## config.mk

```make
export PLATFORM = sky130hd
export DESIGN_NAME = axi_dma_upsizer
export DESIGN_NICKNAME = d
export VERILOG_FILES = /design/src/rtl/axi_dma_upsizer.sv
export SDC_FILE = /design/constraint.sdc
export NUM_CORES = 1
export LEC_CHECK = 0
export BUFFER_PORTS_ARGS = -buffer_cell sky130_fd_sc_hd__buf_2
export CAP_MARGIN = 15
export CORE_AREA = 2 2 158 160
export DETAILED_ROUTE_END_ITERATION = 10
export DIE_AREA = 0 0 160 162
export GPL_TIMING_DRIVEN = 0
export MAX_ROUTING_LAYER = met4
export PLACE_DENSITY = 0.71
export SETUP_SLACK_MARGIN = 0.2
export SYNTH_ARGS = -nofsm -noshare
export SYNTH_HDL_FRONTEND = slang
export SYNTH_SLANG_ARGS = --single-unit
```

## constraint.sdc

```tcl
create_clock -name clk -period 5.49 [get_ports clk]
set_input_delay 1.098 -clock clk [delete_from_list [all_inputs] [get_ports clk]]
set_output_delay 1.098 -clock clk [all_outputs]
set_load 0.005 [all_outputs]
```

## src/rtl/axi_dma_upsizer.sv

```systemverilog
// 32-bit to 64-bit AXI INCR burst upsizer for the SD card DMA master.
// One outstanding read and one outstanding write; the two paths are independent.
module axi_dma_upsizer #(
  parameter int AW = 32
) (
  input  logic          clk,
  input  logic          rst,
  // 32-bit slave write side
  input  logic [AW-1:0] s_awaddr,
  input  logic [7:0]    s_awlen,
  input  logic          s_awvalid,
  output logic          s_awready,
  input  logic [31:0]   s_wdata,
  input  logic [3:0]    s_wstrb,
  input  logic          s_wlast,
  input  logic          s_wvalid,
  output logic          s_wready,
  output logic [1:0]    s_bresp,
  output logic          s_bvalid,
  input  logic          s_bready,
  // 32-bit slave read side
  input  logic [AW-1:0] s_araddr,
  input  logic [7:0]    s_arlen,
  input  logic          s_arvalid,
  output logic          s_arready,
  output logic [31:0]   s_rdata,
  output logic [1:0]    s_rresp,
  output logic          s_rlast,
  output logic          s_rvalid,
  input  logic          s_rready,
  // 64-bit master write side
  output logic [AW-1:0] m_awaddr,
  output logic [7:0]    m_awlen,
  output logic [2:0]    m_awsize,
  output logic [1:0]    m_awburst,
  output logic          m_awvalid,
  input  logic          m_awready,
  output logic [63:0]   m_wdata,
  output logic [7:0]    m_wstrb,
  output logic          m_wlast,
  output logic          m_wvalid,
  input  logic          m_wready,
  input  logic [1:0]    m_bresp,
  input  logic          m_bvalid,
  output logic          m_bready,
  // 64-bit master read side
  output logic [AW-1:0] m_araddr,
  output logic [7:0]    m_arlen,
  output logic [2:0]    m_arsize,
  output logic [1:0]    m_arburst,
  output logic          m_arvalid,
  input  logic          m_arready,
  input  logic [63:0]   m_rdata,
  input  logic [1:0]    m_rresp,
  input  logic          m_rlast,
  input  logic          m_rvalid,
  output logic          m_rready
);

  typedef enum logic [1:0] {W_IDLE, W_ADDR, W_DATA, W_RESP} wstate_t;
  typedef enum logic [1:0] {R_IDLE, R_ADDR, R_DATA} rstate_t;

  // Number of 64-bit beats minus one, given the start lane and the 32-bit length.
  function automatic logic [7:0] wide_len(input logic lane, input logic [7:0] len);
    logic [8:0] beats;
    beats = {8'd0, lane} + {1'b0, len} + 9'd2;
    beats = beats >> 1;
    return beats[7:0] - 8'd1;
  endfunction

  // Low address bits are implied by the 8-byte bus; completion is counted, not taken from m_rlast.
  logic unused_bits;
  assign unused_bits = ^{s_awaddr[1:0], s_araddr[1:0], m_rlast};

  // ---------------------------------------------------------------- write path
  wstate_t        w_state_reg, w_state_next;
  logic [AW-4:0]  aw_addr_reg;
  logic [7:0]     aw_len_reg;
  logic [7:0]     w_cnt_reg;
  logic           w_lane_reg;
  logic           w_pend_reg;
  logic           aw_fire, w_fire, mw_fire;

  assign aw_fire = s_awvalid && s_awready;
  assign w_fire  = s_wvalid && s_wready;
  assign mw_fire = m_wvalid && m_wready;

  assign m_awaddr  = {aw_addr_reg, 3'b000};
  assign m_awlen   = aw_len_reg;
  assign m_awsize  = 3'd3;
  assign m_awburst = 2'b01;

  always_ff @(posedge clk) begin
    if (rst) w_state_reg <= W_IDLE;
    else     w_state_reg <= w_state_next;
  end

  always_comb begin
    w_state_next = w_state_reg;
    s_awready    = 1'b0;
    m_awvalid    = 1'b0;
    s_wready     = 1'b0;
    m_wvalid     = 1'b0;
    m_wlast      = 1'b0;
    m_bready     = 1'b0;
    s_bvalid     = 1'b0;
    s_bresp      = 2'b00;
    case (w_state_reg)
      W_IDLE: begin
        s_awready = !rst;
        if (s_awvalid && !rst) w_state_next = W_ADDR;
      end
      W_ADDR: begin
        m_awvalid = 1'b1;
        if (m_awready) w_state_next = W_DATA;
      end
      W_DATA: begin
        s_wready = !w_pend_reg;
        m_wvalid = w_pend_reg;
        m_wlast  = w_pend_reg && (w_cnt_reg == aw_len_reg);
        if (w_pend_reg && m_wready && (w_cnt_reg == aw_len_reg)) w_state_next = W_RESP;
      end
      W_RESP: begin
        m_bready = s_bready;
        s_bvalid = m_bvalid;
        s_bresp  = m_bresp;
        if (m_bvalid && s_bready) w_state_next = W_IDLE;
      end
      default: w_state_next = W_IDLE;
    endcase
  end

  always_ff @(posedge clk) begin
    if (rst) begin
      aw_addr_reg <= '0;
      aw_len_reg  <= '0;
      w_cnt_reg   <= '0;
      w_lane_reg  <= 1'b0;
      w_pend_reg  <= 1'b0;
    end else begin
      if (aw_fire) begin
        aw_addr_reg <= s_awaddr[AW-1:3];
        aw_len_reg  <= wide_len(s_awaddr[2], s_awlen);
        w_lane_reg  <= s_awaddr[2];
      end
      if (m_awvalid && m_awready) w_cnt_reg <= '0;
      if (w_fire) begin
        w_lane_reg <= ~w_lane_reg;
        if (w_lane_reg || s_wlast) w_pend_reg <= 1'b1;
      end
      if (mw_fire) begin
        w_pend_reg <= 1'b0;
        w_cnt_reg  <= w_cnt_reg + 8'd1;
      end
    end
  end

  // Each half of the outgoing beat is cleared after issue so unfilled lanes carry no strobes.
  genvar gi;
  generate
    for (gi = 0; gi < 2; gi++) begin : g_wlane
      localparam logic LANE = (gi == 1);
      logic [31:0] data_reg;
      logic [3:0]  strb_reg;
      always_ff @(posedge clk) begin
        if (rst || aw_fire || mw_fire) begin
          data_reg <= '0;
          strb_reg <= '0;
        end else if (w_fire && (w_lane_reg == LANE)) begin
          data_reg <= s_wdata;
          strb_reg <= s_wstrb;
        end
      end
      assign m_wdata[gi*32 +: 32] = data_reg;
      assign m_wstrb[gi*4 +: 4]   = strb_reg;
    end
  endgenerate

  // ----------------------------------------------------------------- read path
  rstate_t        r_state_reg, r_state_next;
  logic [AW-4:0]  ar_addr_reg;
  logic [7:0]     ar_len_reg;
  logic [7:0]     r_rem_reg;
  logic           r_lane_reg;
  logic           r_full_reg;
  logic [63:0]    r_hold_reg;
  logic [1:0]     r_resp_reg;

  assign m_araddr  = {ar_addr_reg, 3'b000};
  assign m_arlen   = ar_len_reg;
  assign m_arsize  = 3'd3;
  assign m_arburst = 2'b01;
  assign s_rdata   = r_lane_reg ? r_hold_reg[63:32] : r_hold_reg[31:0];
  assign s_rresp   = r_resp_reg;

  always_ff @(posedge clk) begin
    if (rst) r_state_reg <= R_IDLE;
    else     r_state_reg <= r_state_next;
  end

  always_comb begin
    r_state_next = r_state_reg;
    s_arready    = 1'b0;
    m_arvalid    = 1'b0;
    m_rready     = 1'b0;
    s_rvalid     = 1'b0;
    s_rlast      = 1'b0;
    case (r_state_reg)
      R_IDLE: begin
        s_arready = !rst;
        if (s_arvalid && !rst) r_state_next = R_ADDR;
      end
      R_ADDR: begin
        m_arvalid = 1'b1;
        if (m_arready) r_state_next = R_DATA;
      end
      R_DATA: begin
        m_rready = !r_full_reg;
        s_rvalid = r_full_reg;
        s_rlast  = r_full_reg && (r_rem_reg == 8'd0);
        if (r_full_reg && s_rready && (r_rem_reg == 8'd0)) r_state_next = R_IDLE;
      end
      default: r_state_next = R_IDLE;
    endcase
  end

  always_ff @(posedge clk) begin
    if (rst) begin
      ar_addr_reg <= '0;
      ar_len_reg  <= '0;
      r_rem_reg   <= '0;
      r_lane_reg  <= 1'b0;
      r_full_reg  <= 1'b0;
      r_hold_reg  <= '0;
      r_resp_reg  <= '0;
    end else begin
      if (s_arvalid && s_arready) begin
        ar_addr_reg <= s_araddr[AW-1:3];
        ar_len_reg  <= wide_len(s_araddr[2], s_arlen);
        r_lane_reg  <= s_araddr[2];
        r_rem_reg   <= s_arlen;
      end
      if (m_rvalid && m_rready) begin
        r_hold_reg <= m_rdata;
        r_resp_reg <= m_rresp;
        r_full_reg <= 1'b1;
      end
      if (s_rvalid && s_rready) begin
        r_lane_reg <= ~r_lane_reg;
        r_rem_reg  <= r_rem_reg - 8'd1;
        if (r_lane_reg || (r_rem_reg == 8'd0)) r_full_reg <= 1'b0;
      end
    end
  end

endmodule

```

* Word level (Yosys, flattened, before mapping) *
Cells that the tools add are included.

storage, ports and cells
  bits in registers = 236
  latch bits = 0
  bits in writable memories = 0
  memory bits (read-only) = 0
  input bits = 198
  logic and storage cells = 110
  memories kept = 0

operators by class
  add/subtract/negate cells = 8
  multiply operators = 0
  div/mod/pow operators = 0
  $lt $le $gt $ge = 0
  equal/unequal tests = 13
  shifts and indexed selects = 0
  multiplexer cells = 34
  bitwise logic cells = 2
  reductions and logical operators = 35

operators by type and width
  cell                                                                    number
  32-bit 2-to-1 mux                                                       1
  8-bit 2-to-1 mux                                                        4
  8-bit by 1-bit subtractor with 8-bit output (second input constant)     3
  1-bit 2-to-1 mux                                                        19
  1-bit by 8-bit adder with 9-bit output                                  2
  9-bit by 2-bit adder with 9-bit output (second input constant)          2
  1-bit logical AND                                                       18
  2-bit 2-to-1 mux                                                        8
  2-bit != test (second input constant)                                   7
  8-bit by 1-bit adder with 8-bit output (second input constant)          1
  8-bit equality test                                                     1
  8-bit logical NOT                                                       1
  2-bit one-hot mux with 4 select lines                                   1
  2-bit equality test (second input constant)                             3
  2-bit one-hot mux with 3 select lines                                   1
  2-bit nonzero test                                                      3
  2-bit by 1-bit equality test with 1-bit output (second input constant)  2
  2-bit logical NOT                                                       2
  1-bit logical OR                                                        4
  4-bit AND reduction                                                     1
  1-bit logical NOT                                                       3
  3-bit AND reduction                                                     1
  1-bit inverter                                                          2
  2-bit AND reduction                                                     1
  2-bit OR reduction                                                      1

* Depth between registers and ports, before layout *
  depth in word-level cells = 6
  depth in mapped cells = 11
  gate-level depth less buffers = 11

* Least setup slack after synthesis *
OpenSTA, ideal clock, no wires.

  kind = input-to-reg
  from = in s_awlen[0]
  to = reg aw_len_reg[4] (netlist: m_awlen[4])
  data arrival time = 2.560 ns
  data required time = 5.360 ns
  slack = 2.800 ns
  cell stages on the path = 8
  buffers on the path = 0
  cells stage by stage = nand2_1 -> ha_1 -> xor2_1 -> ha_1 -> mux2_2 -> a31oi_1 -> xor2_1 -> o21ai_0

on the way
  word-level cells in the longest chain between the ends = 3

ends and longest elaborated chain
  what                                         RTL line  text
  start: declaration                           10        input logic [7:0] s_awlen,
  1-bit by 8-bit adder with 9-bit output       66        beats = {8'd0, lane} + {1'b0, len} + 9'd2;
  9-bit by 2-bit adder with 9-bit output       66
  8-bit by 1-bit subtractor with 8-bit output  68        return beats[7:0] - 8'd1;
  end signal: assignment                       143       aw_len_reg <= wide_len(s_awaddr[2], s_awlen);
  end: declaration                             78        logic [7:0] aw_len_reg;

No other way between the ends.
A chain may end at the register's enable or synchronous reset.

* Worst setup path after layout *
  from = reg r_lane_reg
  to = out s_rdata[7]

on the way
  word-level cells in the longest chain between the ends = 1

ends and longest elaborated chain
  what                      RTL line  text
  start: declaration        184       logic r_lane_reg;
  start signal: assignment  240       r_lane_reg <= s_araddr[2];
  start signal: assignment  249       r_lane_reg <= ~r_lane_reg;
  32-bit 2-to-1 mux         193       assign s_rdata = r_lane_reg ? r_hold_reg[63:32] : r_hold_reg[31:0];
  end: declaration          26        output logic [31:0] s_rdata,

No other way between the ends.

==> out/results.tsv <==
stage	metric	value	unit
final_layout	Area Growth Syn to Fin	32.0	%
route	Highest Signal Layer	met4	
sta	fin worst setup slack	2130	ps
floorplan	Site Rows	57	
sta	Fin Clk Skew	9.14	ps
worst_setup_path	Setup crit end kind	primary output	
place	Final Wtd Congestion	0.847	
worst_setup_path	FF-to-FF path depth	8	
synthesis	share of flip-flops with an asynchronous set or reset	0	%
place	pre-CTS setup slack	2440	ps
global_routing	vias in the first global route	9403	
global_routing	Tot GR Track Use	22.9	%
worst_setup_path	Critical Path, Cell by Cell	clkbuf_1 -> clkbuf_1 -> mux2_2 -> buf_2	
sta	final hold viol count	0	
clocking	setup bufs post-CTS	0	
global_routing	global-route wire length before repair	47.8	mm
clocking	TritonCTS clock tree	built	
clocking	CTS Buf Count	26	
worst_setup_path	Crit Path Category	flip-flop to primary output	
route	DRT Pass-1 Iters	6	
synthesis	Synth Area per Inst	8.20	um2
worst_setup_path	worst r2r src	w_state_reg[0]$_SDFFE_PP0P_	
clocking	clock buffer depth	3	
route	DRT Wirelength	30.4	mm
final_layout	Layout Cells excl Fill	2009	
sta	RSZ-0062 raised after global routing	false	
worst_setup_path	Worst path max stage delay	530	ps
worst_setup_path	CP top delay family	buffers and inverters	
clocking	CTS resizes	0	
worst_setup_path	Buf+Inv Stages, Crit Path	3	
route	DR iter-0 viols	610	
worst_setup_path	CP arrival	2260	ps
floorplan	DIE WIDTH	160	um
pwr	VDD IR max	210	uV
clocking	clock net sink count	236	
synthesis	top cells by count, synth	nand2_1, dfxtp_1, a21oi_1	
synthesis	yosys warns	0	
worst_setup_path	Crit-path slowest cell	clkbuf_1	
synthesis	post-synthesis cell count	1241	
global_routing	grt ovf	0	
floorplan	Initial Utilization	42.2	%
route	post-route ant nets	0	
route	met2 wire length	14.5	mm
sta	Final min period	3360	ps
synthesis	Primary FF master, synth	dfxtp_1	
clocking	Hold Buf Count CTS	0	
place	Port Buffers	382	
worst_setup_path	CP startpoint kind	flip-flop	
worst_setup_path	Critical Path Source	r_lane_reg$_SDFFE_PP0P_	
clocking	H-tree depth	1	
sta	Period Utilization, post-route	61.2	%
floorplan	# IOs	408	
route	total length of routed met3 wires	2.08	mm
sta	WHS	450	ps
clocking	CTS root buffer	clkbuf_16	
worst_setup_path	crit-path max FO	10	
sta	Pins Over Slew Limit	0	
outcome	status	completed	
final_layout	fraction of layout instances using a drive strength above 1	34.6	%
floorplan	die area	0.0259	mm2
global_routing	initial antenna violation count	1	
clocking	clk_lat worst skew	520	ps
pwr	LEAKAGE	0.00572	uW
worst_setup_path	Worst Setup EP	s_rdata[7]	
global_routing	largest net degree at the start of global routing	13	
final_layout	fin nets	1874	
synthesis	register area share after synthesis	46.4	%
worst_setup_path	crit-path most repeated cell	clkbuf_1	
worst_setup_path	WP depth	4	
synthesis	post-synth cell types	57	
sta	post-route setup TNS	0	ps
route	per-cell routed wire length	15.2	um
clocking	Reg clk slew, reported paths	60	ps
route	DRC viols	0	
synthesis	most common cell in the synthesized netlist	nand2_1	
final_layout	Fillers	2265	
place	dpl hpwl	23.0	mm
final_layout	Final Core Density	55.7	%
place	dpl cells	1961	
synthesis	most area-consuming cells after synthesis	dfxtp_1, nand2_1, a21oi_2, a21oi_1, mux2_2	
synthesis	synthesized area	0.0102	mm2
sta	Least-Margin Pin Slew	774	ps
synthesis	EDFF count, synth	0	
worst_setup_path	Reg2Reg Setup Slack	3250	ps
sta	final-report setup violation count	0	
worst_setup_path	Required @ worst endpoint	4390	ps
worst_hold_path	path category of the worst min-delay check	flip-flop to flip-flop	
sta	max_slew headroom	48.4	%
flow_run	Max Cap Violations	0	
synthesis	Yosys top cell by area	dfxtp_1	
route	vias per cell	4.94	
floorplan	Std-Cell Core Area	0.0241	mm2
route	vias	9930	
sta	Fmax	298	MHz
pwr	power per cell area	322	mW/mm2
worst_setup_path	Critical R2R Capture	g_wlane[0].data_reg[19]$_SDFFE_PP0P_	
synthesis	FF+latch count, synth	236	
route	Metal-1 WL	13.1	mm
floorplan	Die Height	162	um
synthesis	post-synth top area share	46.4	%
## per-stage QoR
step                      total power [uW]  instance area [um2]
after floorplan                       2290                10200
after global placement                2580                12500
after detailed placement              2590                12500
after CTS                             4370                13400
after global routing                  4530                13400
final                                 4330                13400
## worst min-delay path: stages (launching register included)
cell and delay (ps):
dfxtp_1 300, nand2_1 50, a21oi_1 50
## cell type report
class,instances,area (um2),area share (%)
Antenna cell,2,5.00,0.0373
Buffer,98,523,3.89
Clock buffer,43,836,6.22
Clock inverter,3,43.8,0.326
Inverter,10,37.5,0.279
Multi-Input combinational cell,911,4950,36.8
Sequential cell,236,4720,35.2
Tap cell,324,405,3.02
Timing Repair Buffer,382,1910,14.2
## report_power, final
group	leakage (uW)	switching [uW]	internal, uW	total (uW)
Sequential	0.00191	65.6	1820	1880
Clock	0.000434	696	1080	1770
Combinational	0.00337	386	284	670
## logic make-up (layout without fill, tap and decap cells)
group           Yosys count  after routing  synth area share (%)
compound gates          266            266                  16.6
simple gates            551            551                  23.4
flops                   236            236                  46.4
fa+ha+maj                11             11                  1.35
xor+xnor                 32             32                  2.75
other cells               2             18                0.0738
mux                      35             35                  3.85
buf+inv                 108            536                  5.51
## layout by cell type (no fill, tap or decap), types with 25 or more instances in the layout
cell type and n:
nand3_1 25, nand2b_1 37, buf_2 398, dfxtp_1 236, clkbuf_16 27, a21oi_2 71
a21oi_1 119, mux2_2 33, o21ai_0 40, nand2_1 397, clkbuf_1 57
## how the worst min path moves through the flow
stage	start	end	slack, ps	cells after the start
2_1_floorplan	r_hold_reg[32]$_SDFFE_PP0P_	r_hold_reg[32]$_SDFFE_PP0P_	430	2
3_3_place_gp	ar_addr_reg[21]$_SDFFE_PP0P_	ar_addr_reg[21]$_SDFFE_PP0P_	440	2
3_5_place_dp	ar_addr_reg[21]$_SDFFE_PP0P_	ar_addr_reg[21]$_SDFFE_PP0P_	440	2
4_1_cts	ar_addr_reg[21]$_SDFFE_PP0P_	ar_addr_reg[21]$_SDFFE_PP0P_	450	2
5_1_grt	g_wlane[1].data_reg[21]$_SDFFE_PP0P_	g_wlane[1].data_reg[21]$_SDFFE_PP0P_	470	2
6_report	ar_addr_reg[20]$_SDFFE_PP0P_	ar_addr_reg[20]$_SDFFE_PP0P_	450	2
## metal layers
layer | track usage [%] | up-vias
li1 | - | 4929
met1 | 28.8 | 4591
met2 | 38.2 | 349
met3 | 4.11 | 61
met4 | 5.77 | 0
met5 | - | -
(Power assumes the default switching activity.)
